`src/rtl/cpu_bus_sched_pkg.sv`:
```
// Shared types and phase constants for the CPU bus scheduler.
// The phase counter is sized for the largest legal divider (16).
package cpu_bus_sched_pkg;

    localparam int PH_W = 4;

    typedef logic [PH_W-1:0] ph_t;

    typedef enum logic {
        RUN,
        HALTED
    } sched_state_t;

    localparam ph_t CPU_PH = ph_t'(0);
    localparam ph_t RET_PH = ph_t'(1);

    function automatic logic ram_hit(
        input logic [15:0] ab,
        input logic [15:0] base,
        input int          aw
    );
        return (ab >> aw) == (base >> aw);
    endfunction

endpackage

```
`src/rtl/cpu_bus_sched_phase.sv`:
```
// cpu_phase_gen: phase counter and registered CPU clock-enable strobe.
// cpu_en is high during the last phase so the CPU bus moves at phase 0.
module cpu_phase_gen
    import cpu_bus_sched_pkg::*;
#(
    parameter int CLK_DIV = 4
) (
    input  logic clk,
    input  logic rst_n,
    output ph_t  ph,
    output logic cpu_en
);

    localparam ph_t LAST = ph_t'(CLK_DIV - 1);
    localparam ph_t PRE  = ph_t'(CLK_DIV - 2);

    always_ff @(posedge clk or negedge rst_n) begin
        if (!rst_n) begin
            ph     <= '0;
            cpu_en <= 1'b0;
        end else begin
            ph     <= (ph == LAST) ? '0 : ph + 1'b1;
            cpu_en <= (ph == PRE);
        end
    end

endmodule

```
`src/rtl/cpu_bus_sched.sv`:
```
// cpu_bus_sched: 6502 bus sequencer sharing one synchronous work RAM
// between the CPU, video scan-out and a DMA master that halts the CPU.
module cpu_bus_sched
    import cpu_bus_sched_pkg::*;
#(
    parameter int          CLK_DIV  = 4,
    parameter int          AW       = 11,
    parameter logic [15:0] RAM_BASE = 16'h0000
) (
    input  logic          clk,
    input  logic          rst_n,
    output logic          cpu_en,
    output logic          cpu_ready,
    input  logic [15:0]   cpu_ab,
    input  logic [7:0]    cpu_dbo,
    input  logic          cpu_we_n,
    input  logic [7:0]    ext_dbi,
    output logic [7:0]    cpu_dbi,
    input  logic          vid_req,
    input  logic [AW-1:0] vid_addr,
    output logic          vid_ack,
    output logic [7:0]    vid_data,
    input  logic          dma_req,
    output logic          dma_ack,
    input  logic [AW-1:0] dma_addr,
    input  logic          dma_we,
    input  logic [7:0]    dma_din,
    output logic          dma_rvalid,
    output logic [7:0]    dma_rdata,
    output logic [AW-1:0] ram_addr,
    output logic          ram_we,
    output logic [7:0]    ram_din,
    input  logic [7:0]    ram_dout
);

    localparam ph_t LAST = ph_t'(CLK_DIV - 1);

    ph_t          ph;
    sched_state_t state;
    sched_state_t state_d;
    logic         hit;
    logic         vid_issue;

    cpu_phase_gen #(
        .CLK_DIV(CLK_DIV)
    ) u_phase (
        .clk    (clk),
        .rst_n  (rst_n),
        .ph     (ph),
        .cpu_en (cpu_en)
    );

    assign hit       = ram_hit(cpu_ab, RAM_BASE, AW);
    assign cpu_ready = (state == RUN);
    assign dma_ack   = (state == HALTED);
    assign vid_data  = vid_ack ? ram_dout : '0;
    assign dma_rdata = dma_rvalid ? ram_dout : '0;

    // Halt entry waits for a read cycle so a CPU write is never lost.
    always_comb begin
        state_d = state;
        if (ph == LAST) begin
            unique case (state)
                RUN:    if (dma_req && cpu_we_n) state_d = HALTED;
                HALTED: if (!dma_req) state_d = RUN;
            endcase
        end
    end

    always_comb begin
        ram_addr  = '0;
        ram_we    = 1'b0;
        ram_din   = '0;
        vid_issue = 1'b0;
        if (rst_n) begin
            if (ph == CPU_PH) begin
                if (state == RUN) begin
                    ram_addr = cpu_ab[AW-1:0];
                    ram_we   = hit & ~cpu_we_n & cpu_ready;
                    ram_din  = cpu_dbo;
                end else begin
                    ram_addr = dma_addr;
                    ram_we   = dma_we;
                    ram_din  = dma_din;
                end
            end else if (vid_req && !vid_ack) begin
                vid_issue = 1'b1;
                ram_addr  = vid_addr;
            end
        end
    end

    always_ff @(posedge clk or negedge rst_n) begin
        if (!rst_n) begin
            state      <= RUN;
            vid_ack    <= 1'b0;
            dma_rvalid <= 1'b0;
            cpu_dbi    <= '0;
        end else begin
            state      <= state_d;
            vid_ack    <= vid_issue;
            dma_rvalid <= (ph == CPU_PH) && (state == HALTED) && !dma_we;
            if (ph == RET_PH && state == RUN) begin
                cpu_dbi <= hit ? ram_dout : ext_dbi;
            end
        end
    end

endmodule

```
`config.mk`:
```
export PLATFORM = sky130hd
export DESIGN_NAME = cpu_bus_sched
export DESIGN_NICKNAME = d
export VERILOG_FILES = /design/src/rtl/cpu_bus_sched_pkg.sv /design/src/rtl/cpu_bus_sched_phase.sv /design/src/rtl/cpu_bus_sched.sv
export SDC_FILE = /design/constraint.sdc
export NUM_CORES = 1
export LEC_CHECK = 0
export ABC_AREA = 0
export CAP_MARGIN = 10
export CORE_AREA = 2 2 94 51
export DETAILED_ROUTE_END_ITERATION = 8
export DIE_AREA = 0 0 96 53
export GPL_TIMING_DRIVEN = 0
export PLACE_DENSITY = 0.84
export SYNTH_ARGS = -nofsm -noshare
export SYNTH_HDL_FRONTEND = slang
export SYNTH_HIERARCHICAL = 1
export SYNTH_SLANG_ARGS = --single-unit
```
`constraint.sdc`:
```
create_clock -name clk -period 3.05 [get_ports clk]
set_clock_uncertainty 0.1 [all_clocks]
set_input_delay 0.61 -clock clk [delete_from_list [all_inputs] [get_ports clk]]
set_output_delay 0.61 -clock clk [all_outputs]
set_load 0.05 [all_outputs]
```
After elaboration in Yosys (flattened, before gate mapping)
Cells that the tools add are included.

storage, ports and cells
  bits in registers = 16
  input port bits = 76

operators by class
  bitwise gates (word level) = 4
  $add $sub $neg = 1
  mux-type cells = 20
  eq/ne operators = 3
  reductions and logical operators = 9

operators by type and width
  cell                                                  number
  two-way mux 8 bit                                     6
  two-way mux 11 bit                                    4
  zero test 16 bit                                      1
  equality test 4 x 2 -> 1 bit (second input constant)  2
  two-way mux 1 bit                                     8
  logical AND 1 bit                                     5
  adder 4 x 1 -> 4 bit (second input constant)          1
  equality test 4 x 1 -> 1 bit (second input constant)  1
  zero test 4 bit                                       1
  two-way mux 4 bit                                     1
  AND 1 bit                                             2
  zero test 1 bit                                       2
  NOT 1 bit                                             2
  case mux 1 bit (2 select lines)                       1

Longest topological paths before layout
Gate-level depths: netlist of run 1.

  depth in word-level cells = 6
  gate-level depth with buffers = 5

By module
The synthesis of run 1 kept the hierarchy.

modules (own cells, without submodules)
  module         area an instance (µm²)  times used  sequential area each (µm²)  cells each
  cpu_bus_sched  1,147.4                 1           275.3                       148
  cpu_phase_gen  203.9                   1           125.1                       17

Worst setup path after synthesis of run 1
OpenSTA, ideal clock, no wires.

  path type = reg2out
  start point = register state (netlist: dma_ack)
  end point = output ram_addr[0]
  data required time = 2,340 ps
  path slack = -114 ps
  data arrival time = 2,454 ps
  stages on the path, launching flop included = 6
  path through = dfrtp_1 -> buf_2 -> buf_2 -> mux2_2 -> nand2_1 -> a21boi_0

between the ends
  cells in the longest elaborated chain, start to end = 3

ends and longest elaborated chain
  item                      RTL line              source
  start: declaration        cpu_bus_sched.sv:39   sched_state_t state;
  start signal: assignment  cpu_bus_sched.sv:100  state <= state_d;
  two-way mux 11 bit        cpu_bus_sched.sv:77   if (state == RUN) begin
  two-way mux 11 bit        cpu_bus_sched.sv:76   if (ph == CPU_PH) begin
  two-way mux 11 bit        cpu_bus_sched.sv:75   if (rst_n) begin
  end: declaration          cpu_bus_sched.sv:30   output logic [AW-1:0] ram_addr,

No other way between the ends.

Worst setup path after layout of run 1
  start point = input cpu_ab[11]
  end point = output ram_we

between the ends
  cells in the longest elaborated chain, start to end = 6

ends and longest elaborated chain
  item                    RTL line                 source
  start: declaration      cpu_bus_sched.sv:14      input logic [15:0] cpu_ab,
  zero test 16 bit        cpu_bus_sched_pkg.sv:22  return (ab >> aw) == (base >> aw);
  AND 1 bit (2 in a row)  cpu_bus_sched.sv:79      ram_we = hit & ~cpu_we_n & cpu_ready;
  two-way mux 1 bit       cpu_bus_sched.sv:77
  two-way mux 1 bit       cpu_bus_sched.sv:76
  two-way mux 1 bit       cpu_bus_sched.sv:75
  end: declaration        cpu_bus_sched.sv:31      output logic ram_we,

No other way between the ends.

==> results.py, run 1 <==
metrics = {
    "floorplanning": {
        "core_area_um2": 4230,
        "die_area_um2": 5090,
        "ioPinCount": 125,
        "die_h_um": 53,
        "start_util": 0.319,
        "row_count": 17,
        "dieWidth_um": 96,
    },
    "clocking": {
        "cts.sinks": 16,
        "cts_htree_levels": 1,
        "cts_buffers": 3,
        "cts_root_buffer": "clkbuf_8",
        "cts_tree": "done",
        "hold_buffers": 0,
        "clock_path_buffers": 2,
        "clk_latency_ns": 0.25,
        "clk_pin_slew_worst_paths_ns": 0.06,
    },
    "timing": {
        "whs_ns": 0.298,
        "slew_viol_final": 0,
        "worst_slew_pin_slew_ns": 1.06,
        "slew_headroom": 0.288,
        "layout_worst_path_cycle_share": 0.999,
        "setup_viol": 0,
        "tns_ns": 0,
        "period_minus_slack_ns": 3.05,
        "max_freq_mhz": 328,
        "finalWorstSetupSlack_ns": 0.00317,
        "timing_hold_violations_final": 0,
    },
    "drt": {
        "drc": 0,
        "drt_iter0_markers": 86,
        "wire_per_inst_um": 15.1,
        "vias": 1709,
        "antenna_left": 0,
        "firstDrtPassIters": 6,
        "avgViaCountPerCell": 4.87,
        "wl_um": 5300,
    },
    "synth": {
        "ys_seq_elements": 16,
        "synth_most_common_cell": "and2_1",
        "yosys.area.top_type": "dfrtp_1",
        "synthFlopType": "dfrtp_1",
        "netlist_instances": 165,
        "synth.area.top_cells": "dfrtp_1, mux2_2, and2_1, a21boi_0, mux2i_1",
        "async_flop_share": 1.00,
        "synth_cell_types": 26,
        "synth.top_cell.area_share": 0.296,
        "syn_area_um2": 1350,
        "ys_top_cells_by_count": "and2_1, dfrtp_1, nand2_1, nand3_1",
        "yosysWarnings": 6,
        "synth.yosys.seq_area_share": 0.296,
        "avgSynthCellArea_um2": 8.19,
        "synth_nets": 243,
        "synth_edf_count": 0,
    },
    "placement": {
        "port-buffer-count": 124,
        "hpwlAfterDp_um": 4290,
        "dp_slack_ns": -0.859,
        "place_area_um2": 2670,
        "place_congestion": 0.843,
    },
    "finish": {
        "nets": 373,
        "antenna_cells": 0,
        "layout-drive-gt1-share": 0.156,
        "final_cell_area_um2": 2700,
        "syn_to_final_growth_pct": 99.5,
        "fin_util": 0.637,
    },
    "run": {
        "cap_violations": 0,
    },
    "setup_path": {
        "cp_max_fo": 2,
        "end_kind": "output pin",
        "cp_cell_sequence": "dlygate4sd2_1, or4_4, clkbuf_8, or4_4, a21oi_2, buf_6",
        "slowest_stage": "or4_4",
        "worstSetupPathType": "primary input to output pin",
        "required_ns": 2.34,
        "worstPathArrival_ns": 2.34,
        "cp_slowest_stage_delay_ns": 0.52,
        "cp_num_buf_inv": 3,
        "start_kind": "primary input",
        "path_common_cell": "or4_4",
        "path_delay_family": "simple AND/OR/NAND/NOR gates",
    },
    "global_route": {
        "track_usage": 0.206,
        "antenna_found_initial": 0,
        "grt_max_degree": 21,
        "grt_overflow": 0,
        "grt_pass1_vias": 1608,
        "grt_pass1_wl_um": 7860,
    },
    "hold_path": {
        "worstHoldPathType": "primary input to async pin",
    },
    "pwr": {
        "power.leakage_uw": 0.00109,
        "p_per_area_nw_per_um2": 273,
        "peakVddDrop_uv": 130,
    },
    "run_status": {
        "outcome": "finished, final reports clean",
    },
}
## power by group
group	switching (uW)	total, uW	internal, uW
clock network	74.2	189	115
logic	157	315	158
registers	8.45	234	225
total	239	737	498
## registers in the layout, indices dropped and copies added (netlist names)
register and cells:
cpu_dbi 8, vid_ack 1, dma_rvalid 1, u_phase/cpu_en 1, u_phase/ph 4, dma_ack 1
## per-layer routing
layer / vias up / wire length (um) / track usage
met5: - / 0 / 0
met4: 0 / 0 / 0.0214
met3: 0 / 287 / 0.0570
met2: 58 / 2470 / 0.317
met1: 796 / 2540 / 0.295
li1: 855 / - / -
## area by class of cell
type                       instances  area (um2)
fill                             361        1540
timing repair buffer             125        1200
multi-input combinational        132         893
sequential                        16         400
tap                               57        71.3
clock buffer                       4        55.1
buffer                            10        53.8
inverter                           7        26.3
## metrics by stage
step / cells / power (uW)
CTS: 351 / 743
finish: 351 / 737
global route: 351 / 772
floorplan: 165 / 389
detailed placement: 346 / 555
global placement: 346 / 551
## worst reg2reg max path: stages (launching register included)
cell,delay [ns]
dfrtp_1,0.37
buf_2,0.17
nor4b_4,0.52
and2_1,0.19
clkbuf_1,0.27
a31oi_1,0.14
## cell usage in the layout, fill, tap and decap left out, drive strengths merged, types with 2 or more instances in the layout
cell type,n
clkdlybuf4s50,98
clkbuf,23
and2,17
dfrtp,16
nand2,13
nand3,12
mux2,11
a21boi,11
a21oi,11
o21ai,9
nand3b,9
a31oi,9
mux2i,8
nor2,8
clkdlybuf4s15,8
inv,6
buf,5
dlygate4sd2,4
or4,3
nor4,2
and3,2
ha,2
## cell families (layout without fill, tap and decap cells)
family,count (synthesis),after routing,synth area share
flip-flops,16,16,0.296
XOR/XNOR,1,1,0.00648
adder cells (fa/ha/maj),2,2,0.0185
multiplexers,19,19,0.151
buffers and inverters,17,146,0.0509
AO/OA/AOI/OAI,40,40,0.177
AND/OR/NAND/NOR,70,70,0.300
## final timing paths
path,start,endpoint,slack (ns),depth (start not counted)
setup / recovery,cpu_ab[11],ram_we,0.003,6
hold / removal,rst_n,cpu_dbi[7],0.30,1
setup reg to reg,dma_ack,cpu_dbi[6],1.14,5
hold reg to reg,cpu_dbi[5],cpu_dbi[5],0.45,2
max in group asynchronous,rst_n,cpu_dbi[4],2.22,1
min in group clk,cpu_dbi[5],cpu_dbi[5],0.45,2
## timing repair
| action | in CTS | in global routing |
|---|---|---|
| setup endpoints to repair | 20 | 14 |
| pin swaps | 3 | 1 |
| setup buffers | 1 | 0 |
| resized for setup | 52 | 25 |
No activity file was read; power rests on OpenSTA's default activity.
==> run 2: changes to the inputs <==
--- a/config.mk
+++ b/config.mk
@@ -12,6 +12,7 @@
 export DIE_AREA = 0 0 96 53
 export GPL_TIMING_DRIVEN = 0
 export PLACE_DENSITY = 0.84
+export SKIP_CTS_REPAIR_TIMING = 1
 export SYNTH_ARGS = -nofsm -noshare
 export SYNTH_HDL_FRONTEND = slang
 export SYNTH_HIERARCHICAL = 1
==> run 2 against run 1 <==
Compared with the run above: wire length is 0.11% higher; largest cell class unchanged; register-to-register slack hardly changed; combinational power hardly changed; sequential cell count stayed put; sequential power hardly changed; highest routed layer unchanged; clock power hardly changed.
==> results.py, run 2 (synthesized netlist as in run 1, its figures left out) <==
metrics = {
    "setup_path": {
        "r2r_end": "cpu_dbi[6]",
        "worstSetupEndpoint": "ram_addr[1]",
        "crit_cells": 5,
        "rrSetupSlack_ns": 1.13,
        "critPathLaunch": "u_phase/ph[3]",
        "cp_cell_sequence": "nor4_1, clkbuf_2, nand2_1, a21boi_1, dlymetal6s2s_1",
        "worstSetupPathType": "flip-flop to output pin",
        "path_delay_family": "buffers and inverters",
        "start_kind": "flip-flop",
        "slowest_stage": "nor4_1",
        "ff2ff_path_depth": 5,
        "cp_num_buf_inv": 2,
        "r2r-start": "dma_ack",
        "cp_max_fo": 10,
        "end_kind": "output pin",
        "required_ns": 2.34,
        "cp_slowest_stage_delay_ns": 0.52,
        "worstPathArrival_ns": 2.24,
    },
    "floorplanning": {
        "row_count": 17,
        "dieWidth_um": 96,
        "start_util": 0.319,
        "die_h_um": 53,
        "ioPinCount": 125,
        "die_area_um2": 5090,
        "core_area_um2": 4230,
    },
    "drt": {
        "wire_per_inst_um": 15.1,
        "vias": 1700,
        "drc": 0,
        "firstDrtPassIters": 4,
        "drt_iter0_markers": 77,
        "wl_um": 5300,
        "antenna_left": 0,
        "avgViaCountPerCell": 4.84,
    },
    "placement": {
        "place_congestion": 0.843,
        "port-buffer-count": 124,
        "place_area_um2": 2670,
        "hpwlAfterDp_um": 4290,
    },
    "finish": {
        "nets": 373,
        "largest_reg_flops": 8,
        "syn_to_final_growth_pct": 102,
        "final_cell_mix": "clkdlybuf4s50_1, and2_1, dfrtp_1",
        "reg.largest.list": "cpu_dbi x8, u_phase/ph x4",
        "fin_util": 0.644,
        "n_fill_cell": 356,
        "final_cell_area_um2": 2730,
        "antenna_cells": 0,
        "layout-drive-gt1-share": 0.126,
        "layout.cells.most_common": "clkdlybuf4s50_1",
        "regMostFlops": "cpu_dbi",
    },
    "clocking": {
        "cts_root_buffer": "clkbuf_8",
        "clk_latency_ns": 0.25,
        "cts_tree": "done",
        "clk_pin_slew_worst_paths_ns": 0.07,
        "clock_path_buffers": 2,
        "cts_htree_levels": 1,
        "cts.sinks": 16,
        "cts_buffers": 3,
    },
    "timing": {
        "max_freq_mhz": 339,
        "whs_ns": 0.197,
        "layout_worst_path_cycle_share": 0.967,
        "rsz0062_at_grt": "false",
        "worst_slew_pin_slew_ns": 1.08,
        "setup_viol": 0,
        "timing_hold_violations_final": 0,
        "slew_viol_final": 0,
        "period_minus_slack_ns": 2.95,
        "slew_headroom": 0.271,
    },
    "global_route": {
        "grt_overflow": 0,
        "grt_max_degree": 21,
        "track_usage": 0.205,
        "grt_pass1_wl_um": 7830,
        "antenna_found_initial": 0,
        "grt_pass1_vias": 1602,
    },
    "run": {
        "cap_violations": 0,
    },
    "hold_path": {
        "worstHoldPathType": "primary input to async pin",
    },
    "pwr": {
        "p_per_area_nw_per_um2": 270,
        "power.leakage_uw": 0.00127,
        "peakVddDrop_uv": 131,
        "power_uw": 737,
    },
    "run_status": {
        "outcome": "finished, final reports clean",
    },
}
-- run 2: cell types whose count changed in the layout (fill, tap and decap cells not counted), sizes merged --
cell	previous run	this run
clkbuf	23	21
dlygate4sd2	4	0
dlymetal6s2s	1	14
buf	5	6
clkdlybuf4s15	8	0
-- run 2: routing by layer --
metal | GRT usage | share of wire
met5 | 0 | 0
met4 | 0.0214 | 0
met2 | 0.314 | 0.46
met3 | 0.0570 | 0.053
met1 | 0.294 | 0.48
-- run 2: layout make-up --
class                           count  area [um2]  area share
Multi-Input combinational cell    132         893       0.328
Clock buffer                        4        55.1      0.0202
Timing Repair Buffer              125        1230       0.451
Buffer                             10        50.0      0.0184
Sequential cell                    16         400       0.147
Inverter                            7        26.3     0.00964
Tap cell                           57        71.3      0.0262
-- run 2: how the worst min path moves through the flow --
stage | from | endpoint | slack (ns)
finish | rst_n | cpu_dbi[7] | 0.20
global route | rst_n | cpu_dbi[7] | 0.22
CTS | cpu_dbi[2] | cpu_dbi[2] | 0.45
detailed placement | cpu_dbi[2] | cpu_dbi[2] | 0.44
global placement | cpu_dbi[2] | cpu_dbi[2] | 0.43
floorplan | rst_n | cpu_dbi[0] | 0.21
-- run 2: metrics by stage --
step                      setup TNS [ns]  std cells  setup WS (ns)
after floorplan                        0        165          0.119
after global placement            -14.25        346         -0.802
after detailed placement          -15.05        346         -0.859
after CTS                         -15.26        350         -0.866
after global routing                   0        351       0.000689
final                                  0        351          0.100
-- run 2: power breakdown --
part	internal (uW)	switching [uW]	total, uW
clock network	115	75.6	190
registers	225	8.38	234
logic	157	156	313
total	497	240	737
